**config.mk**
```make
export PLATFORM = sky130hd
export DESIGN_NAME = read_data_channel_flat
export DESIGN_NICKNAME = d
export VERILOG_FILES = /design/src/rtl/ddr_axi_pkg.sv /design/src/rtl/read_data_channel_if.sv /design/src/rtl/rdata_fifo.sv /design/src/rtl/read_data_channel.sv /design/src/flat_wrapper.sv
export SDC_FILE = /design/constraint.sdc
export NUM_CORES = 1
export LEC_CHECK = 0
export ABC_CLOCK_PERIOD_IN_PS = 3000
export CORE_UTILIZATION = 35
export CTS_CLUSTER_SIZE = 12
export DETAILED_ROUTE_END_ITERATION = 8
export GPL_TIMING_DRIVEN = 0
export PLACE_DENSITY_LB_ADDON = 0.25
export RECOVER_POWER = 50
export SYNTH_ARGS = -nofsm -noshare
export SYNTH_HDL_FRONTEND = slang
export SYNTH_HIERARCHICAL = 1
export SYNTH_SLANG_ARGS = --single-unit
```
**constraint.sdc**
```tcl
create_clock -name clk -period 3 [get_ports clk]
set_input_delay 0.3 -clock clk [delete_from_list [all_inputs] [get_ports clk]]
set_output_delay 0.3 -clock clk [all_outputs]
set_load 0.02 [all_outputs]
```
**src/rtl/ddr_axi_pkg.sv**
```systemverilog
// Shared types for the DDR controller AXI read-return path.
// Response codes, AXI size codes, R-path FSM states and FIFO entry.
package ddr_axi_pkg;

  localparam int AXI_DATA_W = 64;

  typedef enum logic [1:0] {
    OKAY   = 2'b00,
    SLVERR = 2'b10
  } resp_t;

  localparam logic [2:0] SIZE_1B = 3'd0;
  localparam logic [2:0] SIZE_2B = 3'd1;
  localparam logic [2:0] SIZE_4B = 3'd2;
  localparam logic [2:0] SIZE_8B = 3'd3;

  typedef enum logic {
    IDLE,
    ACTIVE
  } rdc_state_t;

  typedef struct packed {
    logic [AXI_DATA_W-1:0] data;
    logic                  last;
    resp_t                 resp;
  } rdc_entry_t;

  // Right-justified active byte lanes for an AXI size; illegal sizes
  // select no bytes so the beat data collapses to zero.
  function automatic logic [7:0] byte_mask(input logic [2:0] size);
    logic [7:0] m;
    m = 8'h00;
    unique case (size)
      SIZE_1B: m = 8'h01;
      SIZE_2B: m = 8'h03;
      SIZE_4B: m = 8'h0f;
      SIZE_8B: m = 8'hff;
      default: m = 8'h00;
    endcase
    return m;
  endfunction

endpackage

```
**src/rtl/read_data_channel_if.sv**
```systemverilog
// AXI R channel bundle between the read-return datapath and host.
// master: RVALID/RDATA/RLAST/RRESP out, RREADY in; slave: mirror.
interface read_data_channel_if #(
  parameter int DATA_W = 64
);
  logic              RVALID;
  logic              RREADY;
  logic [DATA_W-1:0] RDATA;
  logic              RLAST;
  logic [1:0]        RRESP;

  modport master (
    output RVALID, RDATA, RLAST, RRESP,
    input  RREADY
  );

  modport slave (
    input  RVALID, RDATA, RLAST, RRESP,
    output RREADY
  );
endinterface

```
**src/rtl/rdata_fifo.sv**
```systemverilog
// Synchronous FIFO of R beats; head is read straight from flops.
// Ports: push/din, pop/dout, full, empty, count (occupancy).
module rdata_fifo
  import ddr_axi_pkg::*;
#(
  parameter int  DEPTH   = 4,
  parameter type entry_t = rdc_entry_t
) (
  input  logic                   clk,
  input  logic                   n_rst,
  input  logic                   push,
  input  entry_t                 din,
  input  logic                   pop,
  output entry_t                 dout,
  output logic                   full,
  output logic                   empty,
  output logic [$clog2(DEPTH):0] count
);

  localparam int AW = $clog2(DEPTH);
  localparam logic [AW:0] FULL_CNT = (AW+1)'(DEPTH);

  entry_t        mem [DEPTH];
  logic [AW-1:0] wptr;
  logic [AW-1:0] rptr;
  logic          do_push;
  logic          do_pop;

  assign full    = (count == FULL_CNT);
  assign empty   = (count == '0);
  assign do_push = push && !full;
  assign do_pop  = pop && !empty;
  assign dout    = mem[rptr];

  always_ff @(posedge clk or negedge n_rst) begin
    if (!n_rst) begin
      wptr  <= '0;
      rptr  <= '0;
      count <= '0;
      for (int i = 0; i < DEPTH; i++)
        mem[i] <= '0;
    end else begin
      if (do_push) begin
        mem[wptr] <= din;
        wptr      <= wptr + 1'b1;
      end
      if (do_pop)
        rptr <= rptr + 1'b1;
      unique case ({do_push, do_pop})
        2'b10:   count <= count + 1'b1;
        2'b01:   count <= count - 1'b1;
        default: count <= count;
      endcase
    end
  end

endmodule

```
**src/rtl/read_data_channel.sv**
```systemverilog
// Read-return datapath: lane-places memory beats, buffers, drives R.
// Optional READ_PARITY_CHECK_EN adds mem_parity[7:0] (even, per byte).
module read_data_channel
  import ddr_axi_pkg::*;
#(
  parameter int DATA_W     = AXI_DATA_W,
  parameter int FIFO_DEPTH = 4,
  parameter int LEN_W      = 8
) (
  input  logic              clk,
  input  logic              n_rst,
  input  logic              start,
  input  logic [LEN_W-1:0]  start_len,
  input  logic [2:0]        start_size,
  input  logic [2:0]        start_addr_lsb,
  output logic              busy,
  input  logic              mem_valid,
  input  logic [DATA_W-1:0] mem_data,
  output logic              mem_ready,
`ifdef READ_PARITY_CHECK_EN
  input  logic [7:0]        mem_parity,
`endif
  read_data_channel_if.master r
);

  localparam int CW = $clog2(FIFO_DEPTH) + 1;
  localparam logic [CW-1:0] ONE = CW'(1);

  rdc_state_t       state_q;
  rdc_state_t       state_d;
  logic [LEN_W-1:0] len_q;
  logic [LEN_W-1:0] cnt_q;
  logic [2:0]       size_q;
  logic [2:0]       lane_q;

  rdc_entry_t       din;
  rdc_entry_t       head;
  logic             full;
  logic             empty;
  logic [CW-1:0]    count;
  logic             pop;
  logic             accept;
  logic             start_ok;
  logic             legal_q;
  logic             par_err;
  logic [7:0]       bmask;
  logic [3:0]       step;
  logic [DATA_W-1:0] masked;
  logic [DATA_W-1:0] placed;

  assign pop       = r.RVALID && r.RREADY;
  assign mem_ready = (state_q == ACTIVE) && !full;
  assign accept    = mem_valid && mem_ready;
  assign busy      = (state_q == ACTIVE) || !empty;
  // The last entry leaving this cycle frees the block for a new burst.
  assign start_ok  = start && (state_q == IDLE) &&
                     (empty || (count == ONE && pop));

  assign legal_q = (size_q <= SIZE_8B);
  assign bmask   = byte_mask(size_q);
  assign step    = 4'd1 << size_q[1:0];

  always_comb begin
    masked = '0;
    for (int i = 0; i < 8; i++)
      if (bmask[i])
        masked[8*i +: 8] = mem_data[8*i +: 8];
    placed = masked << {lane_q, 3'b000};
  end

`ifdef READ_PARITY_CHECK_EN
  always_comb begin
    par_err = 1'b0;
    for (int i = 0; i < 8; i++)
      if (bmask[i] && ((^mem_data[8*i +: 8]) != mem_parity[i]))
        par_err = 1'b1;
  end
`else
  assign par_err = 1'b0;
`endif

  always_comb begin
    din      = '0;
    din.data = placed;
    din.last = (cnt_q == len_q);
    din.resp = (!legal_q || par_err) ? SLVERR : OKAY;
  end

  always_ff @(posedge clk or negedge n_rst) begin
    if (!n_rst)
      state_q <= IDLE;
    else
      state_q <= state_d;
  end

  always_comb begin
    state_d = state_q;
    unique case (state_q)
      IDLE:    if (start_ok) state_d = ACTIVE;
      ACTIVE:  if (accept && cnt_q == len_q) state_d = IDLE;
      default: state_d = IDLE;
    endcase
  end

  always_ff @(posedge clk or negedge n_rst) begin
    if (!n_rst) begin
      len_q  <= '0;
      cnt_q  <= '0;
      size_q <= '0;
      lane_q <= '0;
    end else if (start_ok) begin
      len_q  <= start_len;
      cnt_q  <= '0;
      size_q <= start_size;
      // Align to the beat size; size 3 and illegal sizes start at lane 0.
      lane_q <= (start_size <= SIZE_8B)
                ? (start_addr_lsb & (3'b111 << start_size[1:0]))
                : 3'd0;
    end else if (accept) begin
      cnt_q <= cnt_q + 1'b1;
      if (legal_q)
        lane_q <= lane_q + step[2:0];
    end
  end

  rdata_fifo #(
    .DEPTH   (FIFO_DEPTH),
    .entry_t (rdc_entry_t)
  ) u_fifo (
    .clk   (clk),
    .n_rst (n_rst),
    .push  (accept),
    .din   (din),
    .pop   (pop),
    .dout  (head),
    .full  (full),
    .empty (empty),
    .count (count)
  );

  assign r.RVALID = !empty;
  assign r.RDATA  = head.data;
  assign r.RLAST  = head.last;
  assign r.RRESP  = head.resp;

endmodule

```
**src/flat_wrapper.sv**
```systemverilog
// flat-port wrapper written by rule: the top's interface ports become plain ports
module read_data_channel_flat import ddr_axi_pkg::*;
#(
  parameter int DATA_W     = AXI_DATA_W,
  parameter int FIFO_DEPTH = 4,
  parameter int LEN_W      = 8
)
  (clk, n_rst, start, start_len, start_size, start_addr_lsb, busy, mem_valid, mem_data, mem_ready, r_RVALID, r_RDATA, r_RLAST, r_RRESP, r_RREADY);
  read_data_channel_if #(.DATA_W(DATA_W)) r_i ();
  input  logic clk;
  input  logic n_rst;
  input  logic start;
  input  logic [LEN_W-1:0] start_len;
  input  logic [2:0] start_size;
  input  logic [2:0] start_addr_lsb;
  output logic busy;
  input  logic mem_valid;
  input  logic [DATA_W-1:0] mem_data;
  output logic mem_ready;
  output wire logic [$bits(r_i.RVALID)-1:0] r_RVALID;
  output wire logic [$bits(r_i.RDATA)-1:0] r_RDATA;
  output wire logic [$bits(r_i.RLAST)-1:0] r_RLAST;
  output wire logic [$bits(r_i.RRESP)-1:0] r_RRESP;
  input wire logic [$bits(r_i.RREADY)-1:0] r_RREADY;
  assign r_RVALID = r_i.RVALID;
  assign r_RDATA = r_i.RDATA;
  assign r_RLAST = r_i.RLAST;
  assign r_RRESP = r_i.RRESP;
  assign r_i.RREADY = r_RREADY;
  read_data_channel #(.DATA_W(DATA_W), .FIFO_DEPTH(FIFO_DEPTH), .LEN_W(LEN_W)) u_core (.clk(clk), .n_rst(n_rst), .start(start), .start_len(start_len), .start_size(start_size), .start_addr_lsb(start_addr_lsb), .busy(busy), .mem_valid(mem_valid), .mem_data(mem_data), .mem_ready(mem_ready), .r(r_i));
endmodule
```
==> results.py, run 1 <==
metrics = {
    "worst_setup_path": {
        "start_kind": "flip-flop",
        "cp_cell_sequence": "clkbuf_4 > buf_6 > buf_6 > mux4_2 > clkdlybuf4s50_1",
        "slowest_stage": "mux4_2",
        "crit_buf_inv": 4,
        "path_max_fanout": 10,
        "crit_arrival_ps": 2620,
        "worstPathRequired_ps": 2700,
        "crit_path_max_incr_delay_ps": 560,
        "path_class": "reg -> out",
        "cp_common_cell": "buf_6",
        "end_kind": "output port",
        "cp_top_family": "buffers and inverters",
    },
    "synth": {
        "yosysTopAreaCell": "dfrtp_1",
        "ys_warn_count": 6,
        "netlist.area_leader.share_pct": 49.3,
        "syn_inst": 1136,
        "synthArstFlopShare_pct": 100,
        "ys_seq_area_share_pct": 49.3,
        "synth_xor_area_share_pct": 1.16,
        "synth_edf_count": 0,
        "synth_simple_gate_area_share_pct": 6.96,
        "synth.mux.area_fraction_pct": 32.8,
        "synth-adder-area-share_pct": 0.844,
        "synth.avg_cell_area_um2": 13.3,
        "ys_seq_elements": 298,
        "synth_area_leaders": "dfrtp_1, mux2_2, mux4_2",
        "synthesis.area_mm2": 0.0151,
        "synth_compound_area_share_pct": 5.20,
        "synth_top_family_by_area": "multiplexers",
        "yosysUniqueCellTypes": 56,
        "synthFlopType": "dfrtp_1",
    },
    "drt": {
        "drc": 0,
        "dr_total_vias": 10100,
        "drt-vias-per-instance": 5.23,
        "wirelength_um": 44100,
        "post_drt_wl_per_cell_um": 22.8,
        "drt-pass1-iter-count": 5,
        "drt-initial-drc-count": 692,
        "postRouteAntennaNets": 0,
    },
    "power_and_ir_drop": {
        "leakagePower_nw": 8.25,
        "peakVddDrop_mv": 0.420,
        "powerDensity_mw_per_mm2": 1060,
        "p_total_mw": 19.6,
    },
    "clock_network": {
        "cts_made_buffers": 35,
        "htreeDepth": 2,
        "insertion_delay_ps": 530,
        "clockRootBuffer": "clkbuf_16",
        "clk_path_buf_depth": 3,
        "cts_sinks": 298,
        "clk_pin_slew_ps": 60,
        "post_cts_buffers": 0,
        "cts_tree": "yes",
    },
    "placed_design": {
        "io_buffers": 152,
        "gp_congestion": 0.902,
        "place_area_mm2": 0.0174,
        "dp_hpwl_um": 32100,
    },
    "die": {
        "die_w_um": 210,
        "dieArea_mm2": 0.0440,
        "num_rows": 75,
        "start_util_pct": 35.7,
        "die-height_um": 210,
        "coreArea_mm2": 0.0423,
        "ioPinCount": 153,
    },
    "min_path": {
        "hp-class": "in -> reg",
    },
    "sta": {
        "slew_headroom_pct": -25.7,
        "tightestPinTransition_ps": 1890,
        "finalCriticalPeriod_ps": 2920,
        "hold_ws_ps": 319,
        "slew_violations": 68,
        "clock.fmax_mhz": 342,
        "finalCritPeriodShare_pct": 97.4,
        "grt_setup_unrepaired": "no",
        "setup_viol": 0,
        "hold_viol_final": 0,
        "fin_skew_ps": 23.7,
    },
    "run_status": {
        "outcome": "complete, but fails checks",
        "violations": "capacitance limit, slew limit",
    },
    "cells_and_area": {
        "layout_common_cells": "dfrtp_1, mux2_2, clkdlybuf4s50_1, mux4_2, nand2_1",
        "nets": 1422,
        "final_common_cell": "dfrtp_1",
        "syn_to_final_growth_pct": 22.5,
        "final_cell_area_mm2": 0.0185,
        "fin_util_pct": 43.8,
        "drive_gt1_share_pct": 34.0,
    },
    "grt": {
        "grt_max_degree": 119,
        "antenna_found_initial": 2,
        "grt_pass1_wl_um": 66700,
        "track_usage_pct": 20.4,
        "grt_pass1_vias": 10600,
        "grt-ovfl-total": 0,
    },
    "job": {
        "cap_violations": 1,
    },
}
[power breakdown]
group | total (mW) | switching [mW] | internal, mW
combinational | 9.27 | 4.81 | 4.46
sequential | 6.43 | 0.862 | 5.57
clock | 3.93 | 1.63 | 2.30
total | 19.6 | 7.30 | 12.3
[cells by family (layout without fill, tap and decap cells)]
logic type      after synthesis  in the layout
compound gates              126            126
xor+xnor                     20             20
fa+ha+maj                     9              9
buf+inv                      97            309
flops                       298            298
mux                         378            378
other cells                   1              6
simple gates                207            207
[cells in the mapped netlist, types with 7 or more instances]
| cell type | n |
|---|---|
| o22ai_1 | 10 |
| mux4_2 | 67 |
| a21oi_1 | 39 |
| nor2_1 | 44 |
| xnor2_1 | 15 |
| o21ai_1 | 10 |
| and2_1 | 9 |
| o21ai_0 | 21 |
| ha_1 | 7 |
| nor3_1 | 35 |
| buf_4 | 8 |
| or3_1 | 11 |
| clkbuf_1 | 19 |
| buf_6 | 16 |
| inv_1 | 13 |
| mux2i_1 | 39 |
| nand2_1 | 57 |
| a22oi_1 | 14 |
| dfrtp_1 | 298 |
| buf_2 | 35 |
| nand2b_1 | 8 |
| mux2_2 | 272 |
| nor2b_1 | 20 |
[worst min-delay path: stages]
cell and delay (ps):
clkdlybuf4s50_1 400, nand2_1 60, nand2_1 40
[per-layer routing]
layer | GRT usage [%] | wire (µm) | part of all wire [%] | up-vias
li1 | - | - | - | 4558
met1 | 29.3 | 20500 | 47 | 5187
met2 | 31.9 | 20300 | 46 | 287
met3 | 3.11 | 2240 | 5.1 | 57
met4 | 5.66 | 1040 | 2.4 | 0
met5 | 0 | 0 | 0 | -
[path summary, 6_finish.rpt]
kind	from	end	slack (ps)	cells past startpoint
setup / recovery	u_core/u_fifo/rptr[0]$_DFFE_PN0P_	r_RDATA[52]	80	5
hold reg to reg	u_core/u_fifo/mem[71]$_DFFE_PN0P_	u_core/u_fifo/mem[71]$_DFFE_PN0P_	500	1
setup reg to reg	u_core/u_fifo/count[1]$_DFFE_PN0P_	u_core/u_fifo/count[2]$_DFFE_PN0P_	220	10
min in group asynchronous	n_rst	u_core/u_fifo/mem[0]$_DFFE_PN0P_	840	2
max in group asynchronous	n_rst	u_core/u_fifo/mem[207]$_DFFE_PN0P_	750	3
hold / removal	start_len[6]	u_core/len_q[6]$_DFFE_PN0P_	320	3
[flip-flops by register name, indices dropped and copies added, names as in the netlist]
register	cells
u_core/cnt_q	8
u_core/u_fifo/mem	268
u_core/u_fifo/count	3
u_core/lane_q	3
u_core/state_q	1
u_core/u_fifo/wptr	2
u_core/size_q	3
u_core/len_q	8
u_core/u_fifo/rptr	2
[per-stage QoR]
step	std cells	setup TNS, ps	worst slack [ps]
finish	1930	0	77.6
global route	1930	0	4.29
CTS	1928	-62.3	-15.4
detailed placement	1870	-193	-31.3
global placement	1868	-3369260	-11340
floorplan	1139	0	781
[cell type report]
cell class	instances	area, µm²
Antenna cell	2	5.00
Buffer	82	536
Clock buffer	53	1000
Clock inverter	5	38.8
Fill cell	3940	23800
Inverter	14	52.6
Multi-Input combinational cell	744	7120
Sequential cell	298	7460
Tap cell	577	722
Timing Repair Buffer	155	1590
[what timing repair did]
item                                    CTS  global route
resized for setup                        13             9
pin swaps                                 0             0
hold buffers                              1             0
endpoints found under the hold margin    67             0
endpoints found under the setup margin   67            28
No activity file was read; power rests on OpenSTA's default activity.
==> inputs of run 2 (changes only) <==
--- a/config.mk
+++ b/config.mk
@@ -6,7 +6,7 @@
 export NUM_CORES = 1
 export LEC_CHECK = 0
 export ABC_CLOCK_PERIOD_IN_PS = 3000
-export CORE_UTILIZATION = 35
+export CORE_UTILIZATION = 50
 export CTS_CLUSTER_SIZE = 12
 export DETAILED_ROUTE_END_ITERATION = 8
 export GPL_TIMING_DRIVEN = 0
==> run 2 against run 1 <==
The flow still finishes with violations (capacitance limit, slew limit); worst hold slack worse by 55 ps; die area down 30%; via count increased by 1.0%; cell count decreased by 10%; clock power is 3% lower; global-route usage increased by 6.9 points; first-iteration DRC count is 3.5% higher; non-clock buffer count unchanged; critical path depth did not move; sequential share of layout area is 0.68 points higher; critical path type unchanged.
==> results.py, run 2 (same netlist as run 1, synthesis figures left out) <==
metrics = {
    "run_status": {
        "outcome": "complete, but fails checks",
        "violations": "capacitance limit, slew limit",
    },
    "sta": {
        "hold_viol_final": 0,
        "slew_headroom_pct": -0.941,
        "slew_violations": 61,
        "fin_skew_ps": 20.6,
        "clock.fmax_mhz": 339,
        "tightestPinTransition_ps": 1510,
        "tns_ps": 0,
        "finalCriticalPeriod_ps": 2950,
        "hold_ws_ps": 265,
        "fin_ws_ps": 52.7,
        "setup_viol": 0,
        "finalCritPeriodShare_pct": 98.2,
    },
    "placed_design": {
        "gp_congestion": 0.912,
        "dp_hpwl_um": 29500,
        "dpl_worst_slack_ps": 59.7,
        "place_area_mm2": 0.0172,
        "dp.cells": 1683,
        "io_buffers": 152,
    },
    "cells_and_area": {
        "final_cells": 1735,
        "nets": 1418,
        "drive_gt1_share_pct": 33.9,
        "syn_to_final_growth_pct": 20.4,
        "fill_cells": 2349,
        "top_regs": "u_core/u_fifo/mem x268, u_core/cnt_q x8, u_core/len_q x8",
        "final_common_cell": "dfrtp_1",
        "largest_reg_flops": 268,
        "top_register": "u_core/u_fifo/mem",
        "final_cell_area_mm2": 0.0182,
        "fin_util_pct": 61.3,
        "layout_common_cells": "dfrtp_1, mux2_2, clkdlybuf4s50_1, mux4_2, nand2_1",
    },
    "drt": {
        "wirelength_um": 40400,
        "drt-vias-per-instance": 5.87,
        "drc": 0,
        "drt-initial-drc-count": 716,
        "drt-pass1-iter-count": 5,
        "postRouteAntennaNets": 0,
        "post_drt_wl_per_cell_um": 23.3,
        "dr_total_vias": 10200,
    },
    "clock_network": {
        "clk_pin_slew_ps": 60,
        "htreeDepth": 1,
        "clk_path_buf_depth": 3,
        "clockRootBuffer": "clkbuf_16",
        "cts_tree": "yes",
        "cts_made_buffers": 31,
        "post_cts_buffers": 0,
        "insertion_delay_ps": 560,
        "cts_sinks": 298,
    },
    "power_and_ir_drop": {
        "netSwitchingFraction_pct": 36.5,
        "p_switching_mw": 7.07,
        "power_frac_comb_pct": 47.2,
        "powerDensity_mw_per_mm2": 1060,
        "power_frac_seq_pct": 33.2,
        "peakVddDrop_mv": 0.701,
        "clkPwrFrac_pct": 19.6,
        "p_total_mw": 19.4,
        "leakagePower_nw": 8.24,
        "intPower_mw": 12.3,
    },
    "worst_setup_path": {
        "end_kind": "output port",
        "crit_arrival_ps": 2650,
        "path_class": "reg -> out",
        "path_max_fanout": 10,
        "start_kind": "flip-flop",
        "worstPathRequired_ps": 2700,
    },
    "job": {
        "cap_violations": 1,
    },
    "grt": {
        "grt_max_degree": 126,
        "grt-ovfl-total": 0,
        "grt_pass1_wl_um": 63200,
        "grt_pass1_vias": 10500,
        "antenna_found_initial": 2,
        "track_usage_pct": 27.2,
    },
    "die": {
        "die_w_um": 176,
        "die-height_um": 176,
        "coreArea_mm2": 0.0297,
        "dieArea_mm2": 0.0309,
        "start_util_pct": 50.9,
        "ioPinCount": 153,
        "num_rows": 63,
    },
    "min_path": {
        "hp-class": "in -> reg",
    },
}
## run 2: cell types whose count changed in the layout (fill, tap and decap cells not counted), sizes merged
cell and delta:
clkdlybuf4s50 -2, clkbuf -3, bufinv +3, clkinvlp -1, diode -1, inv -3, dlymetal6s2s +2, buf -3
## run 2: worst paths after layout
path | startpoint | to | slack [ps] | cells past startpoint
setup / recovery | u_core/u_fifo/rptr[0]$_DFFE_PN0P_ | r_RDATA[49] | 50 | 5
hold / removal | start_len[2] | u_core/len_q[2]$_DFFE_PN0P_ | 260 | 3
setup reg to reg | u_core/u_fifo/count[2]$_DFFE_PN0P_ | u_core/u_fifo/mem[210]$_DFFE_PN0P_ | 200 | 8
hold reg to reg | u_core/u_fifo/mem[60]$_DFFE_PN0P_ | u_core/u_fifo/mem[60]$_DFFE_PN0P_ | 500 | 1
max in group asynchronous | n_rst | u_core/u_fifo/mem[116]$_DFFE_PN0P_ | 520 | 3
min in group asynchronous | n_rst | u_core/len_q[2]$_DFFE_PN0P_ | 660 | 2
## run 2: layout make-up
cell class | instances | area, µm² | share of cell area (%)
antenna | 1 | 2.50 | 0.0137
buffer | 82 | 534 | 2.93
clock buffer | 47 | 906 | 4.97
clock inverter | 4 | 95.1 | 0.522
inverter | 14 | 52.6 | 0.289
multi-input combinational | 744 | 7120 | 39.1
sequential | 298 | 7460 | 40.9
tap | 390 | 488 | 2.68
timing repair buffer | 155 | 1560 | 8.57
## run 2: layer usage
metal	vias to the layer above	GRT usage, %	routed length [µm]
met4	2	8.66	1330
met3	76	4.85	2450
li1	4542	-	-
met1	5243	39.1	17600
met2	327	42.1	18900
met5	-	0.481	13
## run 2: repair_timing
action                     in CTS  in global routing
setup endpoints to repair      67                 37
hold buffers                    1                  0
resized for setup              12                 14
hold endpoints to repair       58                  0
## run 2: power by group through the flow
stage	Sequential [mW]	Combinational, mW	Clock [mW]
global route	6.65	9.75	4.06
floorplan	6.18	6.22	0
CTS	6.43	9.15	3.89
global placement	6.41	8.94	0
detailed placement	6.47	9.10	0
finish	6.44	9.15	3.81
## run 2: worst max-delay path, cell delays in order (launching register included)
cell,delay (ps)
dfrtp_1,330
clkbuf_4,230
buf_6,220
buf_6,210
mux4_2,530
clkdlybuf4s50_1,560
==> inputs of run 3 (changes only) <==
--- a/config.mk
+++ b/config.mk
@@ -10,7 +10,8 @@
 export CTS_CLUSTER_SIZE = 12
 export DETAILED_ROUTE_END_ITERATION = 8
 export GPL_TIMING_DRIVEN = 0
-export PLACE_DENSITY_LB_ADDON = 0.25
+export HOLD_SLACK_MARGIN = 0.03
+export PLACE_DENSITY = 0.83
 export RECOVER_POWER = 50
 export SYNTH_ARGS = -nofsm -noshare
 export SYNTH_HDL_FRONTEND = slang
==> run 3 against run 2 <==
Register-to-register slack lost 80 ps; die area is the same; fmax grew 0.50%; cell count shrank 0.17%; critical path depth is the same; setup slack gained 15 ps; sequential share of layout area grew 0.19 points; sequential power grew 0.8%; the run still ends with capacitance limit, slew limit left.
==> results.py, run 3 (same netlist as run 1, synthesis figures left out) <==
metrics = {
    "run_status": {
        "outcome": "complete, but fails checks",
        "violations": "capacitance limit, slew limit",
    },
    "grt": {
        "grt_pass1_wl_um": 63400,
        "grt_max_degree": 120,
        "track_usage_pct": 27.0,
        "grt-ovfl-total": 0,
        "grt_pass1_vias": 10900,
        "antenna_found_initial": 3,
    },
    "worst_setup_path": {
        "end_kind": "output port",
        "start_kind": "flip-flop",
        "worstPathRequired_ps": 2700,
        "path_max_fanout": 10,
        "path_class": "reg -> out",
        "crit_arrival_ps": 2630,
    },
    "die": {
        "num_rows": 63,
        "die_w_um": 176,
        "ioPinCount": 153,
        "start_util_pct": 50.9,
        "die-height_um": 176,
        "dieArea_mm2": 0.0309,
        "coreArea_mm2": 0.0297,
    },
    "min_path": {
        "hp-class": "in -> reg",
    },
    "power_and_ir_drop": {
        "leakagePower_nw": 8.23,
        "powerDensity_mw_per_mm2": 1050,
        "peakVddDrop_mv": 0.654,
    },
    "cells_and_area": {
        "top_register": "u_core/u_fifo/mem",
        "final_common_cell": "dfrtp_1",
        "syn_to_final_growth_pct": 19.9,
        "largest_reg_flops": 268,
        "final_cell_area_mm2": 0.0181,
        "top_regs": "u_core/u_fifo/mem x268, u_core/cnt_q x8, u_core/len_q x8",
        "drive_gt1_share_pct": 33.7,
        "layout_common_cells": "dfrtp_1, mux2_2, clkdlybuf4s50_1, mux4_2, nand2_1",
        "fill_cells": 2316,
        "nets": 1418,
    },
    "clock_network": {
        "clk_pin_slew_ps": 60,
        "cts_made_buffers": 31,
        "clockRootBuffer": "clkbuf_16",
        "cts_tree": "yes",
        "cts_sinks": 298,
        "insertion_delay_ps": 560,
        "clk_path_buf_depth": 3,
        "htreeDepth": 1,
    },
    "drt": {
        "drc": 0,
        "postRouteAntennaNets": 0,
        "drt-vias-per-instance": 5.99,
        "wirelength_um": 40800,
        "post_drt_wl_per_cell_um": 23.5,
        "dr_total_vias": 10400,
        "drt-pass1-iter-count": 5,
        "drt-initial-drc-count": 904,
    },
    "sta": {
        "slew_headroom_pct": -20.7,
        "finalCritPeriodShare_pct": 97.8,
        "slew_violations": 69,
        "clock.fmax_mhz": 341,
        "tightestPinTransition_ps": 1810,
        "hold_ws_ps": 280,
        "hold_viol_final": 0,
        "setup_viol": 0,
        "fin_skew_ps": 11.2,
        "finalCriticalPeriod_ps": 2930,
    },
    "placed_design": {
        "gp_congestion": 0.933,
        "dp_hpwl_um": 30000,
        "io_buffers": 152,
        "place_area_mm2": 0.0172,
    },
    "job": {
        "cap_violations": 1,
    },
}
run 3: changes by cell type in the layout (fill, tap and decap cells not counted), sizes merged, moves of 2 or more:
cell / previous run / this run
dlymetal6s2s: 5 / 7
clkinv: 1 / 4
diode: 1 / 3
clkbuf: 75 / 68
bufinv: 3 / 0
run 3: what timing repair did:
action                     CTS  global route
resized for setup            7            16
buffers inserted             0             0
gates cloned                 0             0
hold endpoints to repair    68             0
hold buffers                 1             0
setup endpoints to repair   57            50
run 3: power breakdown:
group	switching [mW]	total (mW)	internal (mW)	leakage [nW]
clock	1.48	3.41	1.93	0.432
combinational	4.73	9.19	4.46	3.79
sequential	0.913	6.49	5.57	4.00
total	7.12	19.1	12.0	8.23
run 3: layout make-up:
type / count / area, µm² / share of cell area [%]
sequential: 298 / 7460 / 41.1
multi-input combinational: 744 / 7120 / 39.3
timing repair buffer: 155 / 1600 / 8.82
clock buffer: 41 / 843 / 4.65
buffer: 82 / 533 / 2.94
tap: 390 / 488 / 2.69
inverter: 14 / 52.6 / 0.290
clock inverter: 5 / 28.8 / 0.159
antenna: 3 / 7.51 / 0.0414
run 3: metal layers:
metal,GRT usage [%],wire (µm)
met1,37.8,17200
met2,43.5,19600
met3,3.55,2540
met4,9.60,1450
met5,0,0
run 3: final timing paths:
path	startpoint	to	slack [ps]	depth (start not counted)
worst min-delay path	start_len[4]	u_core/len_q[4]$_DFFE_PN0P_	280	3
worst max-delay path	u_core/u_fifo/rptr[0]$_DFFE_PN0P_	r_RDATA[51]	70	5
worst min register to register	u_core/u_fifo/mem[4]$_DFFE_PN0P_	u_core/u_fifo/mem[4]$_DFFE_PN0P_	500	1
worst max register to register	u_core/u_fifo/count[0]$_DFFE_PN0P_	u_core/u_fifo/count[2]$_DFFE_PN0P_	120	10
max in group asynchronous	n_rst	u_core/u_fifo/mem[229]$_DFFE_PN0P_	870	3
min in group asynchronous	n_rst	u_core/u_fifo/mem[131]$_DFFE_PN0P_	800	2
run 3: metrics by stage:
stage / setup slack, ps / setup TNS [ps] / utilization [%] / total power, mW / instances
after floorplan: 781 / 0 / - / 12.4 / 1139
after global placement: -10620 / -3160200 / 57.7 / 15.3 / 1681
after detailed placement: 111 / 0 / 57.9 / 15.6 / 1683
after CTS: 10.2 / 0 / 60.9 / 19.1 / 1729
after global routing: -0.214 / -0.305 / 61.0 / 20.0 / 1732
final: 67.5 / 0 / 61.0 / 19.1 / 1732
run 3: critical path, stage by stage, from the launching register on:
cell and delay, ps:
dfrtp_1 310, buf_2 250, buf_8 210, buf_6 210, mux4_2 540, clkdlybuf4s50_1 550
